$ cat src/rtl/key_pkg.sv
// Shared types and helpers for the key debounce bank.
package key_pkg;

    typedef enum logic [1:0] {
        ST_IDLE,
        ST_PRESS_WAIT,
        ST_PRESSED,
        ST_RELEASE_WAIT
    } key_state_e;

    typedef struct packed {
        logic level;
        logic press;
        logic rls;
        logic lng;
    } key_evt_t;

    function automatic int unsigned ms_to_cycles(input int unsigned clk_fre, input int unsigned ms);
        return clk_fre / 1000 * ms;
    endfunction

endpackage

$ cat src/rtl/key_debounce_ch.sv
// One key channel: 2-flop synchronizer, debounce FSM, and long-press hold timer.
module key_debounce_ch
    import key_pkg::*;
#(
    parameter int unsigned DEB_CYC    = 5,
    parameter int unsigned LONG_CYC   = 20,
    parameter int unsigned ACTIVE_LOW = 1
) (
    input  logic     i_clk,
    input  logic     i_rst,
    input  logic     i_key,
    output key_evt_t o_evt
);

    localparam int DW = $clog2(DEB_CYC + 1);
    localparam int HW = $clog2(LONG_CYC + 1);
    localparam logic [DW-1:0] DEB_LAST  = DW'(DEB_CYC - 1);
    localparam logic [HW-1:0] HOLD_MAX  = HW'(LONG_CYC);
    localparam logic [HW-1:0] HOLD_LAST = HW'(LONG_CYC - 1);
    localparam logic          IDLE_LVL  = (ACTIVE_LOW != 0);

    logic [1:0]    sync_q;
    logic          sample;
    key_state_e    state_q, state_d;
    logic [DW-1:0] deb_q, deb_d;
    logic [HW-1:0] hold_q, hold_d;
    logic          press_q, press_d;
    logic          rls_q, rls_d;
    logic          lng_q, lng_d;
    logic          held;

    // XOR with the idle level normalises the pin to 1 = pressed
    assign sample = sync_q[1] ^ IDLE_LVL;
    assign held   = (state_q == ST_PRESSED) || (state_q == ST_RELEASE_WAIT);

    always_ff @(posedge i_clk) begin
        if (i_rst) sync_q <= {2{IDLE_LVL}};
        else       sync_q <= {sync_q[0], i_key};
    end

    always_comb begin
        state_d = state_q;
        deb_d   = deb_q;
        press_d = 1'b0;
        rls_d   = 1'b0;
        case (state_q)
            ST_IDLE: begin
                if (sample) begin
                    state_d = ST_PRESS_WAIT;
                    deb_d   = '0;
                end
            end
            ST_PRESS_WAIT: begin
                if (!sample) begin
                    state_d = ST_IDLE;
                    deb_d   = '0;
                end else if (deb_q == DEB_LAST) begin
                    state_d = ST_PRESSED;
                    press_d = 1'b1;
                    deb_d   = '0;
                end else begin
                    deb_d = deb_q + 1'b1;
                end
            end
            ST_PRESSED: begin
                if (!sample) begin
                    state_d = ST_RELEASE_WAIT;
                    deb_d   = '0;
                end
            end
            ST_RELEASE_WAIT: begin
                if (sample) begin
                    state_d = ST_PRESSED;
                    deb_d   = '0;
                end else if (deb_q == DEB_LAST) begin
                    state_d = ST_IDLE;
                    rls_d   = 1'b1;
                    deb_d   = '0;
                end else begin
                    deb_d = deb_q + 1'b1;
                end
            end
            default: begin
                state_d = ST_IDLE;
                deb_d   = '0;
            end
        endcase
    end

    // Hold timer survives release bounces; only a fresh press restarts it
    always_comb begin
        hold_d = hold_q;
        lng_d  = 1'b0;
        if (press_d) begin
            hold_d = '0;
        end else if (held && hold_q != HOLD_MAX) begin
            hold_d = hold_q + 1'b1;
            lng_d  = (hold_q == HOLD_LAST);
        end
    end

    always_ff @(posedge i_clk) begin
        if (i_rst) begin
            state_q <= ST_IDLE;
            deb_q   <= '0;
            hold_q  <= '0;
            press_q <= 1'b0;
            rls_q   <= 1'b0;
            lng_q   <= 1'b0;
        end else begin
            state_q <= state_d;
            deb_q   <= deb_d;
            hold_q  <= hold_d;
            press_q <= press_d;
            rls_q   <= rls_d;
            lng_q   <= lng_d;
        end
    end

    assign o_evt.level = held;
    assign o_evt.press = press_q;
    assign o_evt.rls   = rls_q;
    assign o_evt.lng   = lng_q;

endmodule

$ cat src/rtl/key_debounce_bank.sv
// Bank of CH_NUM independent debounced keys with press/release/long-press pulses.
module key_debounce_bank
    import key_pkg::*;
#(
    parameter int unsigned CLK_FRE     = 50_000_000,
    parameter int unsigned CH_NUM      = 4,
    parameter int unsigned ACTIVE_LOW  = 1,
    parameter int unsigned DEBOUNCE_MS = 5,
    parameter int unsigned LONG_MS     = 1000
) (
    input  logic              i_clk,
    input  logic              i_rst,
    input  logic [CH_NUM-1:0] i_key,
    output logic [CH_NUM-1:0] o_level,
    output logic [CH_NUM-1:0] o_press,
    output logic [CH_NUM-1:0] o_release,
    output logic [CH_NUM-1:0] o_long
);

    localparam int unsigned DEB_CYC  = ms_to_cycles(CLK_FRE, DEBOUNCE_MS);
    localparam int unsigned LONG_CYC = ms_to_cycles(CLK_FRE, LONG_MS);

    key_evt_t ch_evt [CH_NUM];

    for (genvar g = 0; g < int'(CH_NUM); g++) begin : g_ch
        key_debounce_ch #(
            .DEB_CYC    (DEB_CYC),
            .LONG_CYC   (LONG_CYC),
            .ACTIVE_LOW (ACTIVE_LOW)
        ) u_ch (
            .i_clk (i_clk),
            .i_rst (i_rst),
            .i_key (i_key[g]),
            .o_evt (ch_evt[g])
        );
        assign o_level[g]   = ch_evt[g].level;
        assign o_press[g]   = ch_evt[g].press;
        assign o_release[g] = ch_evt[g].rls;
        assign o_long[g]    = ch_evt[g].lng;
    end

endmodule

$ cat config.mk
export PLATFORM = sky130hd
export DESIGN_NAME = key_debounce_bank
export DESIGN_NICKNAME = d
export VERILOG_FILES = /design/src/rtl/key_pkg.sv /design/src/rtl/key_debounce_ch.sv /design/src/rtl/key_debounce_bank.sv
export SDC_FILE = /design/constraint.sdc
export NUM_CORES = 1
export LEC_CHECK = 0
export CORE_MARGIN = 3
export CORE_UTILIZATION = 44
export CTS_CLUSTER_SIZE = 20
export DETAILED_ROUTE_END_ITERATION = 7
export PLACE_DENSITY = 0.7
export RECOVER_POWER = 100
export SYNTH_ARGS = -nofsm -noshare
export SYNTH_HDL_FRONTEND = slang
export SYNTH_SLANG_ARGS = --single-unit
export TNS_END_PERCENT = 1
$ cat constraint.sdc
create_clock -name i_clk -period 4.05 [get_ports i_clk]
set_input_delay 0.6075 -clock i_clk [delete_from_list [all_inputs] [get_ports i_clk]]
set_output_delay 0.6075 -clock i_clk [all_outputs]
set_load 0.02 [all_outputs]
* Yosys cells after proc, flatten, opt, wreduce, memory -nomap -nowiden
Cells that the tools add are included.
** Cells by class
- Bitwise logic cells :: 12
- Multipliers :: 0
- Reduce and logical (&&, ||, !) cells :: 32
- Add/sub/neg operators :: 8
- Divide/modulo/power cells :: 0
- $lt $le $gt $ge :: 0
- Equality and inequality tests :: 40
- Shift-type cells :: 0
- Muxes and demuxes :: 64
** Operators by type and width (count)
- $mux W18 :: 20
- $pmux W18 S4 :: 4
- $add A26 B1 Y26 const B :: 4
- $eq A26 B26 Y1 const B :: 4
- $ne A26 B26 Y1 const B :: 4
- $add A18 B1 Y18 const B :: 4
- $eq A18 B18 Y1 const B :: 4
- $mux W2 :: 24
- $pmux W2 S4 :: 4
- $reduce_or A3 Y1 :: 8
- $eq A2 B2 Y1 const B :: 8
- $reduce_and A4 Y1 :: 4
- $mux W1 :: 12
- $ne A3 B1 Y1 const B :: 4
- $ne A3 B3 Y1 const B :: 4
- $not A1 Y1 :: 12
- $eq A2 B1 Y1 const B :: 4
- $logic_not A2 Y1 :: 4
- $ne A2 B1 Y1 const B :: 4
- $ne A2 B2 Y1 const B :: 4
- $reduce_and A2 Y1 :: 4
- $reduce_or A2 Y1 :: 4
- $logic_and A1 B1 Y1 :: 4
- $logic_or A1 B1 Y1 :: 4
** Storage, ports and cells
- Output and inout bits :: 16
- Memory bits (writable) :: 0
- Memories kept :: 0
- Memory bits (read-only) :: 0
- Input port bits :: 6
- Bits in latches :: 0
- Word-level logic and storage cells :: 184
- Bits in registers :: 204

* Depth between registers and ports, before layout
- Depth after elaboration :: 5
- Mapped depth :: 7
- Mapped depth without buffers :: 6

* Hierarchy
Synthesis repeated with hierarchy kept, for this count alone.
** Unflattened totals
- Cell total of the unflattened synthesis :: 1155
- Area total of the unflattened synthesis :: 10121.0 µm²
** By module, submodules not included
- key_debounce_ch at g_ch[0].u_ch ... :: cells each 289, area each 2538.7 µm², times used 3, seq. area each 1021.0 µm²
- key_debounce_ch at g_ch[3].u_ch :: cells each 288, area each 2504.9 µm², times used 1, seq. area each 1021.0 µm²

* Least setup slack after synthesis
Ideal clock, no wire load.
- Path type :: register to register
- From :: register g_ch[3].u_ch.deb_q[0]
- To :: register g_ch[3].u_ch.hold_q[10]
- Data arrival time :: 1.707 ns
- Data required time :: 3.935 ns
- Path buffers :: 1
- Clock period less this slack :: 1.822 ns
- Stages on the path, launching flop included :: 8
- Setup time :: 0.115 ns
- Path slack :: 2.228 ns
- Path through :: dfxtp_1 > ha_1 > nand3_1 > nor2_1 > nand4_2 > o31ai_4 > buf_6 > nor2_1
** On the way
- Word-level cells in the longest chain between the ends :: 5
** Ends and longest elaborated chain
- start: declaration :: RTL line key_debounce_ch.sv:25 : logic [DW-1:0] deb_q, deb_d;
- start signal: assignment :: RTL line key_debounce_ch.sv:105 : deb_q <= '0;
- start signal: assignment :: RTL line key_debounce_ch.sv:112 : deb_q <= deb_d;
- $eq A18 B18 Y1 :: RTL line key_debounce_ch.sv:57 : end else if (deb_q == DEB_LAST) begin
- $mux W1 :: RTL line key_debounce_ch.sv:57
- $mux W1 :: RTL line key_debounce_ch.sv:54 : if (!sample) begin
- $mux W1 :: RTL line key_debounce_ch.sv:46 : case (state_q)
- $reduce_or A2 Y1 (no line)
- end signal: assignment :: RTL line key_debounce_ch.sv:113 : hold_q <= hold_d;
- end: declaration :: RTL line key_debounce_ch.sv:26 : logic [HW-1:0] hold_q, hold_d;
No other way between the ends.
A chain may end at the register's enable or synchronous reset.

* Worst setup path after layout
- From :: register g_ch[3].u_ch.deb_q[0]
- To :: register g_ch[3].u_ch.hold_q[5]
The elaborated chain is that of the path after synthesis.

==> flow_metrics.py <==
metrics = {
    "drt": {
        "drt_drc_violations_left": 0,
        "drt_wl_total_mm": 18.20,
        "ant_nets": 0,
        "drtIter0Drc": 346,
        "post_drt_wl_per_cell_um": 12.89,
        "drt-pass1-iter-count": 5,
        "vias_per_cell": 5.348,
        "num_vias": 7552,
    },
    "floorplan": {
        "die-area_um2": 24110,
        "initial_core_util": 0.4563,
        "die_w_um": 155.3,
        "io_pins": 22,
        "coreArea_um2": 21490,
        "placementRows": 53,
        "die_h_um": 155.3,
    },
    "clock_tree": {
        "cts_buffers": 23,
        "post_cts_buffers": 0,
        "post_cts_resized": 0,
        "hold_buffers": 0,
        "clock_sinks": 204,
        "htreeDepth": 1,
        "cts_buffer_depth": 3,
        "clk_pin_slew_ns": 0.06,
        "cts_root_buf": "clkbuf_16",
        "insertion_delay_ns": 0.49,
        "tritoncts": "done",
    },
    "status": {
        "violations": "max-capacitance violations, max-slew violations",
        "status": "complete, but fails checks",
    },
    "setup_path": {
        "end_kind": "flip-flop",
        "required_ns": 4.35,
        "cp.arrival_ns": 3.35,
        "cp-start-kind": "flip-flop",
        "critical_path_class": "reg2reg",
        "worst-path-max-fanout": 27,
    },
    "cells_and_area": {
        "finish.cell_count_without_fillers": 1412,
        "fin_util": 0.4941,
        "drive_gt1_frac": 0.06157,
        "syn2layout_area_growth_pct": 8.282,
        "num-nets-final": 1139,
        "diodes": 0,
        "n_fill_cell": 2076,
    },
    "placed_design": {
        "io_buffers": 21,
        "hpwlAfterDp_mm": 12.16,
        "dp.cells": 1371,
        "gp_congestion": 0.8014,
    },
    "pwr": {
        "power_density_nw_per_um2": 372.3,
        "ir_worst_vdd_uv": 243.7,
        "p_int_uw": 3117,
        "seqPwrFrac": 0.511,
        "comb_power_share": 0.019,
        "clkPwrFrac": 0.470,
        "switching_share": 0.2113,
        "p_leak_uw": 0.003706,
        "power_switching_uw": 835.1,
    },
    "sta": {
        "fin_crit_ns": 3.042,
        "slew_viol_final": 100,
        "worst_pin_slew_ns": 1.757,
        "final_hold_viol_count": 0,
        "fmax_mhz": 328.7,
        "fin_hold_ws_ns": 0.4057,
        "fin_crit_sh": 0.7511,
        "setup_violations": 0,
        "rsz0062_at_grt": "no",
        "final.setup.tns_ns": 0,
        "skew_ns": 0.007327,
        "slew_headroom": -0.1785,
    },
    "synth": {
        "ys_types": 68,
        "syn_avg_cell_area_um2": 8.707,
        "netlist_instances": 1126,
        "synth_nets": 1144,
        "synth_seq_cells": 204,
        "synth_edf_count": 0,
        "synth_area_um2": 9804,
        "ys_async_sr_fraction": 0,
        "yosysWarnings": 0,
        "yosysSeqAreaShare": 0.4165,
        "synth-main-ff-cell": "dfxtp_1",
    },
    "job": {
        "drv_cap": 4,
    },
    "grt": {
        "grt_pass1_vias": 7017,
        "grt_max_degree": 48,
        "antenna_found_initial": 0,
        "grt_pass1_wl_mm": 31.93,
        "grt_use_total": 0.1506,
        "grt_overflow_total": 0,
    },
    "worst_hold_path": {
        "hold_path_class": "reg2reg",
    },
}
## cell type report
class	instances	area, um2	area share
Tap cell	275	344.1	0.03241
Inverter	20	75.07	0.007071
Timing Repair Buffer	25	227.7	0.02145
Sequential cell	204	4084	0.3847
Clock inverter	8	40.04	0.003771
Multi-Input combinational cell	847	5213	0.4910
Clock buffer	33	633.1	0.05963
## kinds of logic (layout without fill, tap and decap cells)
group	after synthesis	count (layout)	share of synthesized area
DFF	204	204	0.4165
and+or+nand+nor	582	582	0.3115
xor gates and xnor gates	128	128	0.1151
adders and majority gates	12	12	0.01531
buffers and inverters	75	86	0.04377
AOI/OAI and AO/OA	109	109	0.08142
muxes	16	16	0.01633
## state kept, by name (all words and copies together) (netlist names), named ones only
register and cells:
g_ch.u_ch.deb_q 72, g_ch.u_ch.hold_q 104, g_ch.u_ch.lng_q 4, g_ch.u_ch.press_q 4, g_ch.u_ch.rls_q 4, g_ch.u_ch.state_q 4, g_ch.u_ch.sync_q 8
## critical path, cell delays in order (launching register included)
cell and delay (ns):
dfxtp_1 0.38, ha_1 0.22, nand3_1 0.14, nor2_1 0.28, nand4_1 0.28, o31ai_2 1.41, nor2_1 0.15
## through the flow
stage	area, um2	total power [uW]	setup WS (ns)
floorplan	9804	2126	2.228
global placement	10030	2143	1.526
detailed placement	10030	2144	1.496
CTS	10700	4024	1.558
global route	10620	4114	0.7213
finish	10620	3952	1.008
## placed cells by master, fill, tap and decap left out, drive strengths merged, types with 10 or more instances in the layout
cell	synthesis	layout
dfxtp	204	204
nand2	105	105
o31ai	10	10
nor4	27	27
nor3	38	38
a21oi	25	25
xnor2	56	56
o21ai	22	22
nor2	177	177
mux2i	16	16
a31oi	10	10
clkbuf	18	35
inv	20	20
or2	14	14
nand4	52	52
nand3	75	75
and3	32	32
xor2	72	72
and4	14	14
dlygate4sd3	0	16
ha	12	12
## path summary, 6_finish.rpt
check	start	endpoint	slack, ns	depth (start not counted)
worst max-delay path	g_ch[3].u_ch.deb_q[0]$_SDFFE_PP0P_	g_ch[3].u_ch.hold_q[5]$_SDFFE_PP0N_	1.01	6
worst min-delay path	g_ch[3].u_ch.sync_q[0]$_SDFF_PP1_	g_ch[3].u_ch.sync_q[1]$_SDFF_PP1_	0.41	1
worst max register to register	g_ch[3].u_ch.deb_q[0]$_SDFFE_PP0P_	g_ch[3].u_ch.hold_q[5]$_SDFFE_PP0N_	1.01	6
worst min register to register	g_ch[3].u_ch.sync_q[0]$_SDFF_PP1_	g_ch[3].u_ch.sync_q[1]$_SDFF_PP1_	0.41	1
## cells in the mapped netlist, types with 10 or more instances
cell type | n | share of area
inv_1 | 19 | 0.0073
nand2_1 | 105 | 0.040
xor2_1 | 72 | 0.064
dfxtp_1 | 204 | 0.42
nor3_1 | 35 | 0.018
ha_1 | 12 | 0.015
nand4_1 | 47 | 0.030
o21ai_0 | 20 | 0.010
xnor2_1 | 55 | 0.049
buf_4 | 20 | 0.015
clkbuf_1 | 17 | 0.0065
mux2i_1 | 16 | 0.016
or2_2 | 14 | 0.0089
a31oi_1 | 10 | 0.0064
nand3_1 | 74 | 0.038
nor2_1 | 177 | 0.068
and3_1 | 32 | 0.020
and4_1 | 13 | 0.012
a21oi_1 | 25 | 0.013
nor4_1 | 20 | 0.013
## routing by layer
metal / up-vias / part of all wire / global-route usage
met4: 0 / 0.020 / 0.04502
met1: 3531 / 0.49 / 0.2020
met3: 24 / 0.031 / 0.02253
li1: 3916 / - / -
met2: 81 / 0.46 / 0.2522
met5: - / 0 / 0
## power groups by stage
stage	Sequential (uW)	Clock [uW]	Combinational (uW)
6_report	2020	1860	76.0
5_1_grt	2020	2010	85.4
4_1_cts	2020	1920	79.8
3_5_place_dp	2060	0	79.6
3_3_place_gp	2060	0	79.0
2_1_floorplan	2060	0	63.2
(Power assumes the default switching activity.)
